### config.mk
export PLATFORM = sky130hd
export DESIGN_NAME = mc_sequencer
export DESIGN_NICKNAME = d
export VERILOG_FILES = /design/src/rtl/mc_sequencer.sv
export SDC_FILE = /design/constraint.sdc
export NUM_CORES = 1
export LEC_CHECK = 0
export BUFFER_PORTS_ARGS = -buffer_cell sky130_fd_sc_hd__clkbuf_2
export CAP_MARGIN = 20
export CORE_ASPECT_RATIO = 1.4
export CORE_MARGIN = 4
export CORE_UTILIZATION = 52
export CTS_CLUSTER_SIZE = 24
export DETAILED_ROUTE_END_ITERATION = 6
export HOLD_SLACK_MARGIN = 0.08
export PLACE_DENSITY = 0.78
export SLEW_MARGIN = 25
export SYNTH_ARGS = -nofsm -noshare
export SYNTH_HDL_FRONTEND = slang
export SYNTH_SLANG_ARGS = --single-unit
### constraint.sdc
create_clock -name clk_i -period 3 [get_ports clk_i]
set_clock_uncertainty 0.05 [all_clocks]
set_input_delay 0.6 -clock clk_i [delete_from_list [all_inputs] [get_ports clk_i]]
set_output_delay 0.6 -clock clk_i [all_outputs]
set_load 0.05 [all_outputs]
### src/rtl/mc_sequencer.sv
// mc_sequencer: multi-cycle instruction sequencer FSM.
//
// Walks each instruction through IF -> ID -> (EXE) -> (MEM) -> (WB) and back to IF.
// It issues memory requests in IF and MEM, and raises the IR/PC/register-file write
// enables. It counts retired instructions (cycles with PCWre=1). A request cycle that
// sees no mem_ack for TIMEOUT cycles sets a sticky error flag and parks the FSM in HALT.
//
// Ports:
//   clk_i, rst_ni           clock, asynchronous active-low reset
//   is_{jump,branch,load,store,halt}_i
//                           instruction class decoded from IR (only used in ID/EXE/MEM)
//   stall_i                 holds ID/EXE/WB and suppresses their write enables
//   mem_ack_i               completion of the current memory request
//   mem_req_o, mem_we_o     memory request and write qualifier
//   ir_wre_o, pc_wre_o, reg_wre_o
//                           IR / PC / register-file write enables
//   state_o                 current state (IF=000 ID=001 EXE=010 WB=011 MEM=100 HALT=111)
//   retired_o               retired-instruction count, wraps at 2^CNT_W
//   err_o                   sticky memory-timeout flag
module mc_sequencer #(
    parameter int unsigned CNT_W   = 16,
    parameter int unsigned TIMEOUT = 16
) (
    input  logic             clk_i,
    input  logic             rst_ni,
    input  logic             is_jump_i,
    input  logic             is_branch_i,
    input  logic             is_load_i,
    input  logic             is_store_i,
    input  logic             is_halt_i,
    input  logic             stall_i,
    input  logic             mem_ack_i,
    output logic             mem_req_o,
    output logic             mem_we_o,
    output logic             ir_wre_o,
    output logic             pc_wre_o,
    output logic             reg_wre_o,
    output logic [2:0]       state_o,
    output logic [CNT_W-1:0] retired_o,
    output logic             err_o
);

    typedef enum logic [2:0] {
        StIf   = 3'b000,
        StId   = 3'b001,
        StExe  = 3'b010,
        StWb   = 3'b011,
        StMem  = 3'b100,
        StHalt = 3'b111
    } state_e;

    // Wait count at which a still-unacknowledged request times out.
    localparam logic [7:0] WaitLast = 8'(TIMEOUT - 1);

    state_e           state_q, state_d;
    logic [CNT_W-1:0] retired_q, retired_d;
    logic             err_q, err_d;
    logic [7:0]       wait_q, wait_d;
    logic             mem_store;
    logic             timeout;

    always_comb begin
        state_d   = state_q;
        err_d     = err_q;
        mem_req_o = 1'b0;
        mem_we_o  = 1'b0;
        ir_wre_o  = 1'b0;
        pc_wre_o  = 1'b0;
        reg_wre_o = 1'b0;
        timeout   = 1'b0;
        // A simultaneous load outranks a store, so MEM only writes for a pure store.
        mem_store = is_store_i & ~is_load_i;

        unique case (state_q)
            StIf: begin
                mem_req_o = 1'b1;
                if (mem_ack_i) begin
                    ir_wre_o = 1'b1;
                    state_d  = StId;
                end else if (wait_q == WaitLast) begin
                    timeout = 1'b1;
                end
            end
            StId: begin
                if (!stall_i) begin
                    if (is_halt_i) begin
                        state_d = StHalt;
                    end else if (is_jump_i) begin
                        pc_wre_o = 1'b1;
                        state_d  = StIf;
                    end else begin
                        state_d = StExe;
                    end
                end
            end
            StExe: begin
                if (!stall_i) begin
                    if (is_branch_i) begin
                        pc_wre_o = 1'b1;
                        state_d  = StIf;
                    end else if (is_load_i || is_store_i) begin
                        state_d = StMem;
                    end else begin
                        state_d = StWb;
                    end
                end
            end
            StMem: begin
                mem_req_o = 1'b1;
                mem_we_o  = mem_store;
                if (mem_ack_i) begin
                    if (mem_store) begin
                        pc_wre_o = 1'b1;
                        state_d  = StIf;
                    end else begin
                        state_d = StWb;
                    end
                end else if (wait_q == WaitLast) begin
                    timeout = 1'b1;
                end
            end
            StWb: begin
                if (!stall_i) begin
                    reg_wre_o = 1'b1;
                    pc_wre_o  = 1'b1;
                    state_d   = StIf;
                end
            end
            StHalt: begin
                state_d = StHalt;
            end
            default: begin
                state_d = StIf;
            end
        endcase

        if (timeout) begin
            state_d = StHalt;
            err_d   = 1'b1;
        end
    end

    // Any state change clears the wait count, so every entry to IF/MEM starts at 0;
    // staying in a request state implies no ack was seen that cycle.
    always_comb begin
        if (state_d != state_q) begin
            wait_d = '0;
        end else if (state_q == StIf || state_q == StMem) begin
            wait_d = wait_q + 8'd1;
        end else begin
            wait_d = wait_q;
        end
    end

    assign retired_d = retired_q + CNT_W'(pc_wre_o);

    always_ff @(posedge clk_i or negedge rst_ni) begin
        if (!rst_ni) begin
            state_q   <= StIf;
            retired_q <= '0;
            err_q     <= 1'b0;
            wait_q    <= '0;
        end else begin
            state_q   <= state_d;
            retired_q <= retired_d;
            err_q     <= err_d;
            wait_q    <= wait_d;
        end
    end

    assign state_o   = state_q;
    assign retired_o = retired_q;
    assign err_o     = err_q;

endmodule

; ---- Word-level counts from Yosys, hierarchy flattened
; Cells that the tools add are included.
; Widths: inputs -> output; s select.
[op_classes]
reduce_logical = 5
n_bitwise = 2
n_eq_ne = 7
mux = 31
n_addsub = 2
[op_table]
columns = cell, count
row1 = $mux 3, 9
row2 = $pmux 3 s6, 1
row3 = $add 16x1->16, 1
row4 = $mux 1, 16
row5 = $mux 8, 2
row6 = $add 8x1->8 const B, 1
row7 = $eq 8x4->1 const B, 1
row8 = $eq 3x2->1 const B, 2
row9 = $eq 3x3->1 const B, 2
row10 = $mux 2, 2
row11 = $pmux 1 s4, 1
row12 = $eq 3x1->1 const B, 1
row13 = $logic_not 3->1, 1
row14 = $ne 3x3->1, 1
row15 = $logic_or 1x1->1, 2
row16 = $reduce_bool 2->1, 1
row17 = $reduce_or 2->1, 1
row18 = $and 1x1->1, 1
row19 = $not 1->1, 1
[totals]
output_inout_bits = 25
ff_bits = 28
elab_cells = 51
input_bits = 9

; ---- Logic depth before layout (Yosys ltp)
; Gate-level depths: netlist of the first run.
[logic_depth]
depth_word = 8
mapped_depth = 9

; ---- Worst setup path after synthesis of the first run
; OpenSTA, ideal clock, no wires.
[synth_path]
kind = reg2reg
from = register state_q[1] (netlist: state_o[1])
to = register retired_q[12] (netlist: retired_o[12])
required_ps = 2868
path_buffers = 1
arrival_ps = 3826
stages_incl_launch_ff = 10
synth_period_minus_slack_ps = 3958
path_slack_ps = -958
cell_sequence = dfrtp_1 clkbuf_1 nor2_1 nand2_1 o32ai_1 ha_1 ha_1 nand3_1 nor3_1 xor2_1
[synth_between]
elab_chain_cells = 3
elab_cells_between_ends = 6
[synth_rtl]
columns = item, line_no
row1 = from (decl), 55  ; state_e state_q, state_d;
row2 = from (signal assigned), 159  ; state_q <= StIf;
row3 = from (signal assigned), 164  ; state_q <= state_d;
row4 = "$eq 3x2->1, or another cell as far along", 74  ; unique case (state_q)
row5 = $pmux 1 s4 *, 74
row6 = net pc_wre_o, 36  ; output logic pc_wre_o,
row7 = $add 16x1->16 *, 155  ; assign retired_d = retired_q + CNT_W'(pc_wre_o);
row8 = net retired_d[12], 56  ; logic [CNT_W-1:0] retired_q, retired_d;
row9 = to (signal assigned), 165  ; retired_q <= retired_d;
row10 = to (decl), 56
; Mark *: on every way through the listed nets, which the timed path passes. The rest lies on a longest branch.
; A chain may end at the register's enable or synchronous reset.

; ---- Worst setup path in the final report of the first run
[layout_path]
from = register state_q[2] (netlist: state_o[2])
to = output pc_wre_o
[layout_between]
elab_chain_cells = 2
elab_cells_between_ends = 5
[layout_rtl]
columns = item, line_no
row1 = "$eq 3x2->1, or another cell as far along", 74
row2 = $pmux 1 s4 *, 74
row3 = to (decl), 36
; Mark *: on every way between the ends. The rest lies on a longest branch, timed or not.

==> run metrics, run 1 <==
PostCTS Resize Cnt=0; CTS root buf=clkbuf_4; CORE AREA=roughly 2700 um^2; final setup TNS=0 ps; Final Setup Violations=0; WL per Instance=about 14 um; clk_lat worst skew=320 ps; Area Growth Syn to Fin=17.8%; share of layout cells above drive strength 1=0.258; crit path capture type=output pin; Tmin final=2530 ps; cell row count=22; average vias per placed instance=around 5.4; Logic pwr share=0.462; Synth warnings=0; Synth area leaders=dfrtp_1 48%, xnor2_1 6.0%, xor2_1 6.0%, nor2_1 5.4%, nand3_1 3.1%; Synth Instances=144; # diodes=0; crit share post-route=0.843; Placer Congestion=roughly 0.81; Top-Level Pins=34; Final nets=191; crit path DAT=roughly 1900 ps; gr usage total=0.172; critical path fanouts, max=12; port bufs=33; antenna violations before repair=0; placed cell count=210; hold slack=238 ps; routed vias=between 1000 and 1500; postcts setup bufs=0; CTS clock-pin slew for the worst setup and hold paths=140 ps; Cell Chain, Critical Path=or2_2 > o32ai_4 > clkbuf_2; Synth area leader=dfrtp_1; number of global-route vias before repair=1175; CTS tree=built; status=complete, no violations; slowest stage delay, CP=520 ps; area share of the largest cell type after synthesis=0.480; Final Max Slew Viols=0; Seq/Total Area, Yosys=0.480; # clock sinks=28; synthesized cell area=roughly 1500 um^2; Fin. Hold Viols=0; RSZ-0062 raised after global routing=no; sw frac=0.488; highest routed layer=met4; Post-Syn Nets=around 160; Die Width=between 50 and 60 um; Max Clock Freq=395 MHz; static leakage power=between 0.8 and 0.9 nW; first-pass GRT wire length=roughly 5000 um; VDD IR-drop max=between 0.7 and 0.8 mV; Max-slew headroom=0.549; cell-internal power=a little under 0.0007 W; die outline area=approximately 3700 um^2; largest net degree at the start of global routing=29; CTS Buffer Depth=2; Post-Route M1 WL=approximately 1200 um; Routed Antenna Nets=0; sequential share of power=0.406; metal3 WL=approximately 160 um; DR WL met2=approximately 1500 um; kind of critical path=reg2out; drt initial violations=26; Clock Power Share=0.132; Hold Crit Class=in2async; drt drc=0; leading cell types in the layout, fill and taps excluded=33 x clkbuf_2, 28 x dfrtp_1, 20 x nor2_1; FF+latch count, synth=28; Num CTS Buffers=3; hpwl dp=between 2000 and 2500 um; CP max stage cell=dfrtp_1; Initial Util=0.547; Finished Layout Cells=roughly 210; Net Switching=0.000662 W; Slew @ Worst Pin=677 ps; die height=~70 um; commonest non-fill, non-tap cell in the layout=clkbuf_2; Worst EP required=between 2000 and 2500 ps; total gr overflow=0; Avg Cell Area, Syn=10.1 um^2; H-tree depth=1; Post-CTS Hold Buffers=0; drt pass-1 iters=4; CP startpoint kind=flip-flop; PwrDens=between 700 and 800 nW/um^2; Max-cap violations=0; Yosys cell types=38; drt total wl=2930 um
## power by group through the flow
| stage | sequential [W] | clock [W] | combinational [W] |
|---|---|---|---|
| 4_1_cts | 0.000552 | 0.000185 | 0.000634 |
| 5_1_grt | 0.000566 | 0.000207 | 0.000665 |
| 3_3_place_gp | 0.000558 | 0 | 0.000620 |
| 2_1_floorplan | 0.000668 | 0 | 0.000373 |
| 6_report | 0.000552 | 0.000179 | 0.000628 |
| 3_5_place_dp | 0.000559 | 0 | 0.000634 |
## critical path, delay by kind of cell, from the launching register on
family | cells | cell delay (ps)
AOI/OAI and AO/OA | 1 | 300
buffers and inverters | 1 | 330
DFF | 1 | 520
and+or+nand+nor | 1 | 410
## synth_stat cells
cell type,instances
xor2_1,10
nand4bb_1,1
ha_1,3
o32ai_1,1
o2111ai_4,1
nand4_1,3
o31ai_1,2
nor3_1,4
o41ai_1,1
nor4b_1,2
clkbuf_1,2
nand2b_1,2
o21ai_0,2
a21oi_1,2
a41oi_1,1
a31oi_1,1
nor2b_1,1
nand3b_1,1
and2_1,4
and3_1,2
o21bai_1,2
nor3_2,1
dfrtp_1,28
or4_4,1
inv_1,6
nor2_1,21
nor3b_1,2
buf_2,1
a211o_2,1
and4_1,1
o221ai_1,1
xnor2_1,10
or2_2,2
a32o_1,1
nand2_1,9
nor4_4,1
nor4_1,1
nand3_1,9
## flip-flops by register name, summed over array words and instances, names as in the netlist
register / count
state_o: 3
retired_o: 16
err_o: 1
wait_q: 8
## routing by layer
metal / up-vias / GRT usage
li1: 572 / -
met1: 549 / 0.209
met2: 38 / 0.296
met3: 6 / 0.0253
met4: 0 / 0.0739
met5: - / 0
## kinds of logic after synthesis
logic type / share of synthesized area
buf+inv: 0.0240
compound gates: 0.0943
simple gates: 0.256
flops: 0.480
xor+xnor: 0.120
fa+ha+maj: 0.0257
## layout make-up
cell class / instances / area [um^2]
clock buffer: 4 / 36.3
fill: 239 / 950
inverter: 6 / 22.5
multi-input combinational: 107 / 751
sequential: 28 / 701
tap: 36 / 45.0
timing repair buffer: 33 / 165
## path summary, 6_finish.rpt
| kind | startpoint | to | slack, ps | cells past startpoint |
|---|---|---|---|---|
| worst max-delay path | state_o[2] | pc_wre_o | 470 | 3 |
| worst min-delay path | rst_ni | retired_o[14] | 240 | 1 |
| min in group clk_i | retired_o[15] | retired_o[15] | 430 | 1 |
| worst min register to register | retired_o[15] | retired_o[15] | 430 | 1 |
| worst max register to register | state_o[2] | retired_o[12] | 550 | 7 |
| max in group asynchronous | rst_ni | state_o[2] | 2230 | 1 |
## stage by stage
stage	total power, W	util	worst slack, ps	area [um^2]
after floorplan	0.00104	-	62.8	1490
after global placement	0.00118	0.631	513	1680
after detailed placement	0.00119	0.631	411	1680
after CTS	0.00137	0.644	467	1720
after global routing	0.00144	0.644	337	1720
final	0.00136	0.644	471	1720
Note: power is estimated with default switching activity, not from simulation.
==> inputs of run 2 (changes only) <==
--- a/config.mk
+++ b/config.mk
@@ -5,15 +5,16 @@
 export SDC_FILE = /design/constraint.sdc
 export NUM_CORES = 1
 export LEC_CHECK = 0
+export ABC_AREA = 1
 export BUFFER_PORTS_ARGS = -buffer_cell sky130_fd_sc_hd__clkbuf_2
 export CAP_MARGIN = 20
 export CORE_ASPECT_RATIO = 1.4
 export CORE_MARGIN = 4
-export CORE_UTILIZATION = 52
+export CORE_UTILIZATION = 48
 export CTS_CLUSTER_SIZE = 24
 export DETAILED_ROUTE_END_ITERATION = 6
 export HOLD_SLACK_MARGIN = 0.08
-export PLACE_DENSITY = 0.78
+export PLACE_DENSITY = 0.75
 export SLEW_MARGIN = 25
 export SYNTH_ARGS = -nofsm -noshare
 export SYNTH_HDL_FRONTEND = slang
==> constraint.sdc (replaced) <==
create_clock -name clk_i -period 2.25 [get_ports clk_i]
set_clock_uncertainty 0.05 [all_clocks]
set_input_delay 0.45 -clock clk_i [delete_from_list [all_inputs] [get_ports clk_i]]
set_output_delay 0.45 -clock clk_i [all_outputs]
set_load 0.05 [all_outputs]
==> run 2 against run 1 <==
The run now ends with negative setup slack left. Sequential power rose by 31%. Routed wire length rose by 18%. Highest routed layer unchanged. Clock-buffer cell count stayed put. Hold slack got worse by 94 ps. Register-to-register slack worse by 670 ps. Total power rose by 74%. Clock power up 73%. Synthesized area is 5.1% higher. Synthesized cell count increased by 16%. Die area is 12% higher.
==> run metrics, run 2 <==
status=finished, violations left; failing checks=negative setup slack; die outline area=~4200 um^2; critical path fanouts, max=5; VDD IR-drop max=about 0.90 mV; WL per Instance=12.5 um; Num CTS Buffers=3; antenna violations before repair=0; synthesized cell area=around 1500 um^2; Post-CTS Hold Buffers=0; kind of critical path=reg2reg; Max-slew headroom=0.553; gr usage total=0.176; hpwl dp=~2500 um; # diodes=0; Cell Chain, Critical Path=nor2_4 > nand2_2 > nor2_4 > a21oi_2 > o211ai_1 > ha_2 > ha_4 > nand3_2 > nor2_2 > nand4_1 > nor2_2 > nand4_1 > xnor2_1; worst reg2reg path endpoint=retired_o[14]; Final Setup Violations=5; share of layout cells above drive strength 1=0.502; # clock sinks=28; crit share post-route=1.05; drt total wl=3450 um; Initial Util=0.496; PwrDens=1100 nW/um^2; H-tree depth=1; Fin. Hold Viols=0; number of synthesized flops with an enable pin=0; CP startpoint kind=flip-flop; leading cell types in the layout, fill and taps excluded=33 x buf_4, 32 x clkbuf_2, 27 x nand2_1; total gr overflow=0; post-synthesis mux area share=0.00652; die height=between 70 and 80 um; delay-heaviest family, CP=simple AND/OR/NAND/NOR gates; CP max stage cell=dfrtp_2; Routed Antenna Nets=0; CTS clock-pin slew for the worst setup and hold paths=around 90 ps; Yosys cell types=28; largest net degree at the start of global routing=29; Max Clock Freq=422 MHz; Die Width=roughly 56 um; r2r startpoint=state_o[0]; FF-to-FF setup slack=-120 ps; Final nets=250; Hold Crit Class=in2async; predominant post-synthesis flop cell=dfrtp_1; Top-Level Pins=34; drt pass-1 iters=4; clk_lat worst skew=between 200 and 300 ps; final setup slack of the worst path=-118 ps; static leakage power=about 1.1 nW; Placer Congestion=0.793; Synth area leaders=dfrtp_1 46%, xor2_1 8.0%, nand2_1 6.8%, nor2_2 4.5%, nand4_1 3.7%; Final Max Slew Viols=0; CORE AREA=between 3000 and 4000 um^2; crit path DAT=between 2000 and 2500 ps; Synth area leader=dfrtp_1; drt drc=0; Synth warnings=0; Seq/Total Area, Yosys=0.456; RSZ-0062 raised after global routing=yes; drt initial violations=17; crit path capture type=flip-flop; R2R depth=13; slowest stage delay, CP=approximately 460 ps; Avg Cell Area, Syn=between 9 and 10 um^2; cell row count=24; Tmin final=around 2400 ps; multi-input logic area=between 800 and 900 um^2; Synth Area in Simple Gates=0.315; area share of the largest cell type after synthesis=0.456; Synth Area in XOR/XNOR=0.114; Compound-Gate Fraction of Synth Area=0.0318; CTS root buf=clkbuf_8; FILL cells=251; hold slack=144 ps; Max-cap violations=0; number of global-route vias before repair=between 1000 and 1500; Post-synth ARST share=1.00; Largest register FFs=16; commonest non-fill, non-tap cell in the layout=buf_4; routed vias=approximately 1300; Post-Syn Nets=179; top post-synthesis cells by count=28 x dfrtp_1, 28 x nand2_1, 14 x xor2_1; average vias per placed instance=just under 5; worst setup path start=state_o[0]; port bufs=33; WP buf/inv=0; Worst EP required=2370 ps; Area Growth Syn to Fin=40.2%; CTS Buffer Depth=2; CTS tree=built; FF+latch count, synth=28; Synth Instances=167; Post-Synth Adder-Cell Area=0.0244; Sequential cell area=between 700 and 800 um^2; main combinational cell family by area after synthesis=simple AND/OR/NAND/NOR gates; Slew @ Worst Pin=approximately 670 ps; final setup TNS=-468 ps; first-pass GRT wire length=roughly 5700 um
[run 2: what timing repair did]
item | 4_1_cts | 5_1_grt
endpoints found under the setup margin | 6 | 9
buffers inserted | 5 | 4
pin swaps | 4 | 5
gates resized for setup | 10 | 9
[run 2: worst reg2reg max path: stages, from the launching register on]
cell and delay (ps):
dfrtp_2 460, nor2_4 130, nand2_2 80, nor2_4 100, a21oi_2 70, o211ai_1 140
ha_2 290, ha_4 150, nand3_2 80, nor2_2 130, nand4_1 150, nor2_2 180
nand4_1 110, xnor2_1 140
[run 2: metrics by stage]
step                worst slack [ps]  std cells  cell area [um^2]  utilization  total power [W]
floorplan                      -1340        167              1560            -          0.00161
global placement                -114        263              1950        0.629          0.00193
finish                          -118        276              2150        0.696          0.00236
detailed placement              -165        263              1950        0.629          0.00195
global route                    -247        276              2150        0.696          0.00252
CTS                            -24.2        272              2080        0.672          0.00232
[run 2: area by class of cell]
cell class,count,share of cell area
clock buffer,4,0.0256
timing repair buffer,67,0.198
tap,39,0.0227
inverter,18,0.0314
multi-input combinational,120,0.395
sequential,28,0.327
[run 2: cell families (layout without fill, tap and decap cells)]
family	after synthesis	count (layout)
AOI/OAI and AO/OA	8	8
adders and majority gates	3	3
xor gates and xnor gates	20	20
muxes	1	1
and+or+nand+nor	88	88
buffers and inverters	19	89
DFF	28	28
[run 2: report_power, final]
group / switching (W) / total, W / internal [W]
sequential: 0.000133 / 0.000725 / 0.000592
clock: 0.000152 / 0.000309 / 0.000157
combinational: 0.000887 / 0.00133 / 0.000439
[run 2: worst max path at each step]
stage	end	slack [ps]	depth (start not counted)
6_report	retired_o[14]	-120	13
5_1_grt	retired_o[13]	-250	13
4_1_cts	retired_o[14]	-20	13
3_5_place_dp	retired_o[14]	-170	12
3_3_place_gp	retired_o[14]	-110	12
2_1_floorplan	retired_o[14]	-1340	13
[run 2: metal layers]
metal | global-route usage | wire length, um | vias to the layer above | share of wire
met2 | 0.314 | 1840 | 35 | 0.53
met5 | 0 | 0 | - | 0
met1 | 0.210 | 1380 | 623 | 0.40
met4 | 0.0946 | 101 | 0 | 0.029
li1 | - | - | 679 | -
met3 | 0.0172 | 128 | 9 | 0.037
